==> config.mk <==
export PLATFORM = sky130hd
export DESIGN_NAME = hps_fpga_onchip_mem_arbiter
export DESIGN_NICKNAME = d
export VERILOG_FILES = /design/src/rtl/hps_fpga_onchip_arb_pkg.sv /design/src/rtl/hps_fpga_onchip_arb_sched.sv /design/src/rtl/hps_fpga_onchip_mem_arbiter.sv
export SDC_FILE = /design/constraint.sdc
export NUM_CORES = 1
export LEC_CHECK = 0
export CORE_AREA = 5 5 200 202
export DETAILED_ROUTE_END_ITERATION = 10
export DIE_AREA = 0 0 205 207
export PLACE_DENSITY = 0.48
export SLEW_MARGIN = 20
export SYNTH_ARGS = -nofsm -noshare
export SYNTH_HDL_FRONTEND = slang
export SYNTH_HIERARCHICAL = 1
export SYNTH_SLANG_ARGS = --single-unit
==> constraint.sdc <==
create_clock -name clk -period 2.67 [get_ports clk]
set_input_delay 0.4005 -clock clk [delete_from_list [all_inputs] [get_ports clk]]
set_output_delay 0.4005 -clock clk [all_outputs]
set_load 0.01 [all_outputs]
==> src/rtl/hps_fpga_onchip_arb_pkg.sv <==
// Shared types and defaults for the HPS/FPGA on-chip RAM arbiter.
package hps_fpga_onchip_arb_pkg;

  localparam int DEF_ADDR_W    = 13;
  localparam int DEF_DATA_W    = 64;
  localparam int DEF_BE_W      = DEF_DATA_W / 8;
  localparam int DEF_MAX_BURST = 4;

  // Requester indices, also used as the read-return owner tag
  localparam logic REQ_M0 = 1'b0;
  localparam logic REQ_M1 = 1'b1;

  typedef enum logic [1:0] {
    IDLE = 2'd0,
    OWN0 = 2'd1,
    OWN1 = 2'd2
  } arb_state_t;

endpackage

==> src/rtl/hps_fpga_onchip_arb_sched.sv <==
// Bounded-burst round-robin scheduler for two requesters.
// The grant is combinational from the current owner and live requests;
// the owner keeps the RAM for at most MAX_BURST cycles while the other waits.
module hps_fpga_onchip_arb_sched
  import hps_fpga_onchip_arb_pkg::*;
#(
  parameter int MAX_BURST = DEF_MAX_BURST
) (
  input  logic       clk,
  input  logic       reset,
  input  logic       req0,
  input  logic       req1,
  output logic [1:0] grant
);

  localparam logic [3:0] BURST_LIMIT = 4'(MAX_BURST);
  localparam logic [3:0] BURST_SAT   = 4'hF;

  arb_state_t state_q, state_d;
  logic [3:0] burst_q, burst_d;
  logic       last_q, last_d;
  logic [1:0] gnt;
  logic [3:0] burst_inc;

  assign burst_inc = (burst_q == BURST_SAT) ? burst_q : burst_q + 4'd1;

  // Grant selection plus next owner, burst length and last-served tracking
  always_comb begin
    state_d = state_q;
    burst_d = burst_q;
    last_d  = last_q;
    gnt     = 2'b00;
    unique case (state_q)
      IDLE: begin
        if (req0 && req1) gnt = last_q ? 2'b01 : 2'b10;
        else if (req0)    gnt = 2'b01;
        else if (req1)    gnt = 2'b10;
      end
      OWN0: begin
        if (req0 && (!req1 || burst_q < BURST_LIMIT)) gnt = 2'b01;
        else if (req1)                                gnt = 2'b10;
      end
      OWN1: begin
        if (req1 && (!req0 || burst_q < BURST_LIMIT)) gnt = 2'b10;
        else if (req0)                                gnt = 2'b01;
      end
      default: gnt = 2'b00;
    endcase
    if (gnt[0]) begin
      state_d = OWN0;
      last_d  = REQ_M0;
      burst_d = (state_q == OWN0) ? burst_inc : 4'd1;
    end else if (gnt[1]) begin
      state_d = OWN1;
      last_d  = REQ_M1;
      burst_d = (state_q == OWN1) ? burst_inc : 4'd1;
    end else begin
      state_d = IDLE;
      burst_d = 4'd0;
    end
  end

  // Scheduler state register; m0 wins the first tie after reset
  always_ff @(posedge clk or posedge reset) begin
    if (reset) begin
      state_q <= IDLE;
      burst_q <= 4'd0;
      last_q  <= REQ_M1;
    end else begin
      state_q <= state_d;
      burst_q <= burst_d;
      last_q  <= last_d;
    end
  end

  // No access may reach the RAM while reset is held
  assign grant = gnt & {2{~reset}};

endmodule

==> src/rtl/hps_fpga_onchip_mem_arbiter.sv <==
// Shares one single-port on-chip RAM between the HPS lightweight bridge (m0)
// and an FPGA-fabric master (m1). Read data returns one cycle after accept.
// Optional feature macro: HPS_FPGA_ONCHIP_ARB_PERF_EN enables the
// accepted-access counters and perf_clear; otherwise the counters read 0.
module hps_fpga_onchip_mem_arbiter
  import hps_fpga_onchip_arb_pkg::*;
#(
  parameter int ADDR_W    = DEF_ADDR_W,
  parameter int DATA_W    = DEF_DATA_W,
  parameter int BE_W      = DEF_BE_W,
  parameter int MAX_BURST = DEF_MAX_BURST
) (
  input  logic              clk,
  input  logic              reset,
  input  logic [ADDR_W-1:0] m0_address,
  input  logic [BE_W-1:0]   m0_byteenable,
  input  logic              m0_read,
  input  logic              m0_write,
  input  logic [DATA_W-1:0] m0_writedata,
  output logic              m0_waitrequest,
  output logic [DATA_W-1:0] m0_readdata,
  output logic              m0_readdatavalid,
  input  logic [ADDR_W-1:0] m1_address,
  input  logic [BE_W-1:0]   m1_byteenable,
  input  logic              m1_read,
  input  logic              m1_write,
  input  logic [DATA_W-1:0] m1_writedata,
  output logic              m1_waitrequest,
  output logic [DATA_W-1:0] m1_readdata,
  output logic              m1_readdatavalid,
  output logic [ADDR_W-1:0] mem_address,
  output logic [BE_W-1:0]   mem_byteenable,
  output logic [DATA_W-1:0] mem_writedata,
  output logic              mem_chipselect,
  output logic              mem_write,
  output logic              mem_clken,
  input  logic [DATA_W-1:0] mem_readdata,
  input  logic              perf_clear,
  output logic [31:0]       perf_m0_cnt,
  output logic [31:0]       perf_m1_cnt
);

  logic              req0, req1, any_grant, g_read, g_write, rd_accept;
  logic [1:0]        grant;
  logic [ADDR_W-1:0] g_addr, addr_q;
  logic              rd_pend, rd_owner;

  assign req0 = m0_read | m0_write;
  assign req1 = m1_read | m1_write;

  hps_fpga_onchip_arb_sched #(.MAX_BURST(MAX_BURST)) u_sched (
    .clk   (clk),
    .reset (reset),
    .req0  (req0),
    .req1  (req1),
    .grant (grant)
  );

  assign m0_waitrequest = req0 & ~grant[0];
  assign m1_waitrequest = req1 & ~grant[1];
  assign any_grant      = |grant;

  // Granted master's command; a write beats a simultaneous read
  assign g_read    = grant[1] ? m1_read    : m0_read;
  assign g_write   = grant[1] ? m1_write   : m0_write;
  assign g_addr    = grant[1] ? m1_address : m0_address;
  assign rd_accept = any_grant & g_read & ~g_write;

  assign mem_chipselect = any_grant;
  assign mem_write      = any_grant & g_write;
  assign mem_address    = any_grant ? g_addr : addr_q;
  assign mem_byteenable = !any_grant ? '0 : (grant[1] ? m1_byteenable : m0_byteenable);
  assign mem_writedata  = !any_grant ? '0 : (grant[1] ? m1_writedata  : m0_writedata);
  assign mem_clken      = ~reset;

  // Hold the last granted address on idle cycles so the RAM address is stable
  always_ff @(posedge clk or posedge reset) begin
    if (reset)          addr_q <= '0;
    else if (any_grant) addr_q <= g_addr;
  end

  // Remember who issued the read accepted this cycle; reset drops it
  always_ff @(posedge clk or posedge reset) begin
    if (reset) begin
      rd_pend  <= 1'b0;
      rd_owner <= REQ_M0;
    end else begin
      rd_pend <= rd_accept;
      if (rd_accept) rd_owner <= grant[1];
    end
  end

  assign m0_readdatavalid = rd_pend & (rd_owner == REQ_M0);
  assign m1_readdatavalid = rd_pend & (rd_owner == REQ_M1);
  assign m0_readdata      = m0_readdatavalid ? mem_readdata : '0;
  assign m1_readdata      = m1_readdatavalid ? mem_readdata : '0;

`ifdef HPS_FPGA_ONCHIP_ARB_PERF_EN
  // Accepted-access counters; a clear in the same cycle beats the increment
  always_ff @(posedge clk or posedge reset) begin
    if (reset) begin
      perf_m0_cnt <= 32'd0;
      perf_m1_cnt <= 32'd0;
    end else if (perf_clear) begin
      perf_m0_cnt <= 32'd0;
      perf_m1_cnt <= 32'd0;
    end else begin
      if (grant[0]) perf_m0_cnt <= perf_m0_cnt + 32'd1;
      if (grant[1]) perf_m1_cnt <= perf_m1_cnt + 32'd1;
    end
  end
`else
  logic unused_perf_clear;
  assign unused_perf_clear = perf_clear;
  assign perf_m0_cnt       = 32'd0;
  assign perf_m1_cnt       = 32'd0;
`endif

endmodule

==> results of run 1 <==
-- sequential cells by signal (all words and copies together), names as in the netlist --
signal and cells:
u_sched/burst_q 4, rd_owner 1, u_sched/state_q 2, u_sched/last_q 1, rd_pend 1, addr_q 13
-- how the worst max path moves through the flow --
stage	start	end	slack [ns]	depth (start not counted)
2_1_floorplan	m1_write	mem_byteenable[0]	0.08	11
3_3_place_gp	m1_write	mem_writedata[55]	-0.93	11
3_5_place_dp	m1_write	mem_writedata[55]	-0.92	11
4_1_cts	u_sched/burst_q[2]	mem_writedata[28]	-0.20	12
5_1_grt	u_sched/burst_q[2]	mem_writedata[25]	-0.26	11
6_report	u_sched/burst_q[2]	mem_writedata[25]	-0.20	11
-- routing by layer --
metal  global-route usage [%]  up-vias  part of all wire [%]
li1                         -     2431                     -
met1                     10.8     2284                    37
met2                     17.6      312                    50
met3                     3.07       16                    12
met4                     1.22        4                  0.81
met5                        0        -                  0.15
-- cells in the mapped netlist, drive strengths merged --
master  number
dfstp        1
clkbuf      22
nor2         5
and2        66
nor3         2
nand3b       3
o211ai       1
a31oi        1
a211oi       1
a311oi       1
inv          6
a32o         1
dfrtp       21
and3b        2
a31o         1
a21oi        4
a21bo        1
o31ai        1
mux2i       15
o311ai       1
o221ai       1
and3        64
buf         89
xnor2        1
a32oi        1
ha           1
conb         1
a21boi       2
nand2       18
nand3        3
nor2b        4
o21a         1
o21ai       16
or2          3
a22o        73
-- power by group through the flow --
stage | clock [W] | combinational, W | sequential (W)
final | 0.000339 | 0.00423 | 0.000617
after global routing | 0.000360 | 0.00454 | 0.000642
after CTS | 0.000345 | 0.00421 | 0.000609
after detailed placement | 0 | 0.00391 | 0.000614
after global placement | 0 | 0.00393 | 0.000613
after floorplan | 0 | 0.00186 | 0.000548
-- kinds of logic after synthesis --
| group | count (synthesis) | synth area share [%] |
|---|---|---|
| simple gates | 170 | 29.7 |
| buf+inv | 117 | 24.6 |
| compound gates | 107 | 24.8 |
| flops | 22 | 15.9 |
| mux | 15 | 4.32 |
| fa+ha+maj | 1 | 0.360 |
| other cells | 1 | 0.108 |
| xor+xnor | 1 | 0.252 |
-- metrics by stage --
stage / util, % / hold WS (ns) / setup TNS [ns] / cells / setup slack, ns
after floorplan: - / 0.208 / 0 / 497 / 0.0842
after global placement: 22.7 / 0.535 / -69.22 / 1417 / -0.926
after detailed placement: 22.7 / 0.548 / -69.50 / 1417 / -0.916
after CTS: 23.4 / 0.556 / -9.57 / 1455 / -0.198
after global routing: 23.5 / 0.582 / -16.23 / 1457 / -0.261
final: 23.5 / 0.564 / -7.56 / 1457 / -0.197
-- critical path, cell delays in order (launching register included) --
cell      delay, ns
dfrtp_2        0.48
buf_6          0.16
o21ai_4        0.17
a21boi_2       0.07
a311oi_2       0.28
and2_4         0.19
nor2b_4        0.16
buf_12         0.17
buf_12         0.12
buf_16         0.10
a22o_1         0.15
buf_2          0.15
-- final cells by class --
cell class	instances	share of cell area, %
tap	518	7.23
sequential	22	6.21
timing repair buffer	548	58.0
antenna	1	0.0279
inverter	6	0.251
clock buffer	4	0.880
multi-input combinational	358	27.4
-- what timing repair did --
item	CTS	global route
setup endpoints to repair	89	90
gates cloned	5	1
pin swaps	14	17
resized for setup	414	36
buffers inserted	29	8
==> results.ini, run 1 <==
[logic_synthesis]
ys_warn_count = 6
synth_area_per_cell_sq_um = 8.01
synth_area_sq_um = 3470
synth_top_area_share_pct = 18.4
ys_ff_latch = 22
yosysTopAreaCell = a22o_1
ys_seq_area_share_pct = 15.9
synth_cell_types = 42
yosys-top-cells-area = a22o_1, dfrtp_1, buf_4
syn_inst = 434

[grt]
grt_pass1_vias = 5149
grt_usage_pct = 9.47
gr-total-overflow = 0
antenna_found_initial = 4
grt_max_degree = 66
grt_pass1_wl_um = 32100

[cts]
clkTransAtPathRegs_ns = 0.06
cts-root-buf = clkbuf_16
ctsHtreeMaxLevel = 1
cts_sinks = 22
cts_tree = yes
clk_path_buf_depth = 2
cts_made_buffers = 3
holdBufCountCts = 0
clock_latency_ns = 0.26

[run_status]
status = complete, but fails checks
failed_checks = negative setup slack

[die]
die-area_sq_um = 42400
pin_count = 525
die_w_um = 205
rows = 72
coreArea_sq_um = 38100
chipHeight_um = 207
initial_core_util_pct = 9.12

[power]
pwr-share-seq_pct = 11.9
p_total_w = 0.00518
intPower_w = 0.00306
swShare_pct = 40.9
p_clk_share_pct = 6.5
leakagePower_nw = 4.01
p_comb_share_pct = 81.6
ir_drop_mv = 0.469
p_per_area_nw_per_um2 = 579
p_switching_w = 0.00212

[routing]
wirelength_um = 22500
drc = 0
wl_per_cell_um = 15.4
ant_nets = 0
first_iter_violations = 237
via_count = 5047
dr.pass1.iters = 4
viasPerCell = 3.46

[critical_path]
reg2reg_depth = 15
crit_path_max_fanout = 7
regToRegSetupSlack_ns = 0.17
crit_type = register to output port
reg2reg_from = u_sched/burst_q[2]
critPathCaptureType = output port
startpoint_type = register
r2r-end = u_sched/state_q[0]
critical_path_required_ns = 2.27
cp.arrival_ns = 2.47

[cells_and_area]
seqCellArea_sq_um = 557
mostFrequentLayoutCell = clkdlybuf4s50_1
drive_gt1_share_pct = 22.6
n_fill_cell = 4211
final_cell_mix = clkdlybuf4s50_1, buf_2, a22o_1
nNetsFinal = 1181
finalInstanceArea_sq_um = 8960
syn2layout_area_growth_pct = 158
multiInputGateArea_sq_um = 2450

[timing]
finalSetupViolCount = 87
hold_viol_final = 0
final_max_slew_viol_count = 0
fin_ws_ns = -0.197
finalCriticalPeriod_ns = 2.87
fin_crit_sh_pct = 107
fin_skew_ns = 0.00935
rsz0062_at_grt = true
max_freq_mhz = 349

[worst_hold_path]
whs_path_depth = 2
hold_end = addr_q[5]
hp-class = register to register
hp-start = addr_q[5]

[placed_design]
gp_congestion = 0.801
numPortBuffers = 459
dpl_cell_area_sq_um = 8630
place_hpwl_um = 18600

[run]
maxCapViolCount = 0

(Power assumes the default switching activity.)
==> run 2: changes to the inputs <==
--- a/config.mk
+++ b/config.mk
@@ -9,6 +9,7 @@
 export DETAILED_ROUTE_END_ITERATION = 10
 export DIE_AREA = 0 0 205 207
 export PLACE_DENSITY = 0.48
+export SKIP_LAST_GASP = 1
 export SLEW_MARGIN = 20
 export SYNTH_ARGS = -nofsm -noshare
 export SYNTH_HDL_FRONTEND = slang
==> run 2 against run 1 <==
The run still ends with negative setup slack left; worst hold slack lost 0.014 ns; sequential share of layout area decreased by 0.072 points; critical endpoint unchanged; non-clock buffer count decreased by 1; maximum frequency down 0.24%; combinational power rose by 1%; via count fell by 0.40%; largest cell class unchanged; highest routed layer unchanged; clock-buffer cell count unchanged; die area stayed put; final cell count hardly changed; routed wire length is 0.40% higher; global-route usage about the same; worst setup slack got worse by 0.0069 ns.
==> results.ini, run 2 (synthesized netlist as in run 1, its figures left out) <==
[cts]
cts_made_buffers = 3  ; unchanged
cts-root-buf = clkbuf_16  ; unchanged
holdBufCountCts = 0  ; unchanged
ctsHtreeMaxLevel = 1  ; unchanged
cts_tree = yes  ; unchanged
clk_path_buf_depth = 2  ; unchanged
cts_sinks = 22  ; unchanged
clock_latency_ns = 0.26  ; about the same
clkTransAtPathRegs_ns = 0.06  ; about the same

[routing]
drc = 0  ; unchanged
dr.pass1.iters = 4  ; unchanged
wl_met1_um = 8260  ; was 8290 um
viasPerCell = 3.45  ; was 3.46
wl_per_cell_um = 15.5  ; was 15.4 um
via_count = 5027  ; was 5,047
wirelength_um = 22600  ; was 22,500 um
wl_met3_um = 2780  ; was 2720 um
highest_layer = met5  ; unchanged
first_iter_violations = 236  ; was 237
ant_nets = 0  ; unchanged
wl_met2_um = 11300  ; about the same

[critical_path]
startpoint_type = register  ; unchanged
critPathSlowestCell = dfrtp_2  ; unchanged
critPathCaptureType = output port  ; unchanged
cpMostUsedCell = buf_12  ; unchanged
startpoint = u_sched/burst_q[2]  ; unchanged
crit_type = register to output port  ; unchanged
cp.arrival_ns = 2.47  ; about the same
crit_path_max_fanout = 7  ; unchanged
critical_path_required_ns = 2.27  ; about the same
max_stage_delay_ns = 0.48  ; about the same
crit_chain = buf_6 > o21ai_4 > a21boi_2 > a311oi_2 > and2_4 > nor2b_4 > buf_12 > buf_12 > buf_16 > a22o_1 > buf_2  ; unchanged
reg2reg_from = u_sched/burst_q[2]  ; unchanged

[timing]
fin_crit_sh_pct = 108  ; was 107%
max_freq_mhz = 348  ; was 349 MHz
rsz0062_at_grt = true  ; unchanged
finalCriticalPeriod_ns = 2.87  ; about the same
fin_skew_ns = 0.00980  ; was 0.00935 ns
finalSetupViolCount = 85  ; was 87
hold_viol_final = 0  ; unchanged
final_max_slew_viol_count = 0  ; unchanged
fin_ws_ns = -0.204  ; was -0.197 ns
setup-tns-final_ns = -9.26  ; was -7.56 ns

[die]
rows = 72  ; unchanged
pin_count = 525  ; unchanged
initial_core_util_pct = 9.12  ; unchanged
die-area_sq_um = 42400  ; unchanged
coreArea_sq_um = 38100  ; unchanged
chipHeight_um = 207  ; unchanged
die_w_um = 205  ; unchanged

[cells_and_area]
reg.largest.list = addr_q: 13 flops, u_sched/burst_q: 4 flops, u_sched/state_q: 2 flops  ; unchanged
fin_cells = 1456  ; was 1,457
final_cell_mix = clkdlybuf4s50_1, a22o_1, and2_1  ; was clkdlybuf4s50_1, buf_2, a22o_1
mostFrequentLayoutCell = clkdlybuf4s50_1  ; unchanged
largest_reg_flops = 13  ; unchanged
seqCellArea_sq_um = 557  ; unchanged
nNetsFinal = 1180  ; was 1,181
drive_gt1_share_pct = 22.2  ; was 22.6%
multiInputGateArea_sq_um = 2440  ; was 2450 sq um
n_fill_cell = 4187  ; was 4,211
fin_util_pct = 23.8  ; was 23.5%
regMostFlops = addr_q  ; unchanged
syn2layout_area_growth_pct = 161  ; was 158%

[power]
p_switching_w = 0.00212  ; about the same
p_comb_share_pct = 81.9  ; was 81.6%
p_clk_share_pct = 6.5  ; about the same
intPower_w = 0.00312  ; was 0.00306 W
p_total_w = 0.00524  ; was 0.00518 W
p_per_area_nw_per_um2 = 578  ; was 579 nW/um^2
swShare_pct = 40.5  ; was 40.9%
leakagePower_nw = 3.99  ; was 4.01 nW
pwr-share-seq_pct = 11.7  ; was 11.9%
ir_drop_mv = 0.501  ; was 0.469 mV

[grt]
gr-total-overflow = 0  ; unchanged
grt_pass1_wl_um = 32200  ; was 32,100 um
grt_pass1_vias = 5151  ; was 5,149
antenna_found_initial = 4  ; unchanged
grt_usage_pct = 9.49  ; was 9.47%
grt_max_degree = 66  ; unchanged

[worst_hold_path]
hp-class = register to register  ; unchanged
hp-start = addr_q[5]  ; unchanged

[placed_design]
place_hpwl_um = 18600  ; unchanged
place_inst = 1417  ; unchanged
numPortBuffers = 459  ; unchanged
gp_congestion = 0.801  ; unchanged

[run_status]
failed_checks = negative setup slack  ; unchanged
status = complete, but fails checks  ; unchanged

[run]
maxCapViolCount = 0  ; unchanged

[run 2: power by group through the flow]
stage	Clock, W	Sequential (W)	Combinational [W]
4_1_cts	0.000345	0.000609	0.00429
6_report	0.000339	0.000612	0.00429
5_1_grt	0.000360	0.000638	0.00461
3_3_place_gp	0	0.000613	0.00393
2_1_floorplan	0	0.000548	0.00186
3_5_place_dp	0	0.000614	0.00391
[run 2: through the flow]
step           area [sq um]  hold slack [ns]  worst slack [ns]
5_1_grt                9070            0.582            -0.286
6_report               9070            0.550            -0.204
4_1_cts                9030            0.556            -0.198
3_5_place_dp           8630            0.548            -0.916
3_3_place_gp           8630            0.535            -0.926
2_1_floorplan          3710            0.208            0.0842
[run 2: final timing paths]
path	to	depth (start not counted)	slack, ns
max in group asynchronous	rd_pend	3	1.85
worst min register to register	addr_q[5]	2	0.55
worst min-delay path	addr_q[5]	2	0.55
worst max-delay path	mem_writedata[25]	11	-0.20
min in group asynchronous	u_sched/state_q[1]	3	0.59
worst max register to register	u_sched/state_q[0]	15	0.17
[run 2: timing repair]
action	in CTS	in global routing
buffers inserted	29	7
endpoints found under the setup margin	89	90
pin swaps	14	15
resized for setup	396	30
cloned	5	1
[run 2: layer usage]
metal | up-vias | track usage, %
met1 | 2270 | 10.9
met4 | 4 | 1.22
met3 | 16 | 3.16
met2 | 308 | 17.5
li1 | 2429 | -
met5 | - | 0
[run 2: final cells by class]
type                            count  share of cell area (%)
Inverter                            6                   0.248
Clock buffer                        4                   0.869
Timing Repair Buffer              547                    58.7
Multi-Input combinational cell    358                    26.9
Sequential cell                    22                    6.14
Tap cell                          518                    7.15
Antenna cell                        1                  0.0276
[run 2: critical path, delay by kind of cell (launching register included)]
kind / cells / cell delay [ns]
AO/OA/AOI/OAI: 4 / 0.67
buffers and inverters: 5 / 0.68
flip-flops: 1 / 0.48
AND/OR/NAND/NOR: 2 / 0.36
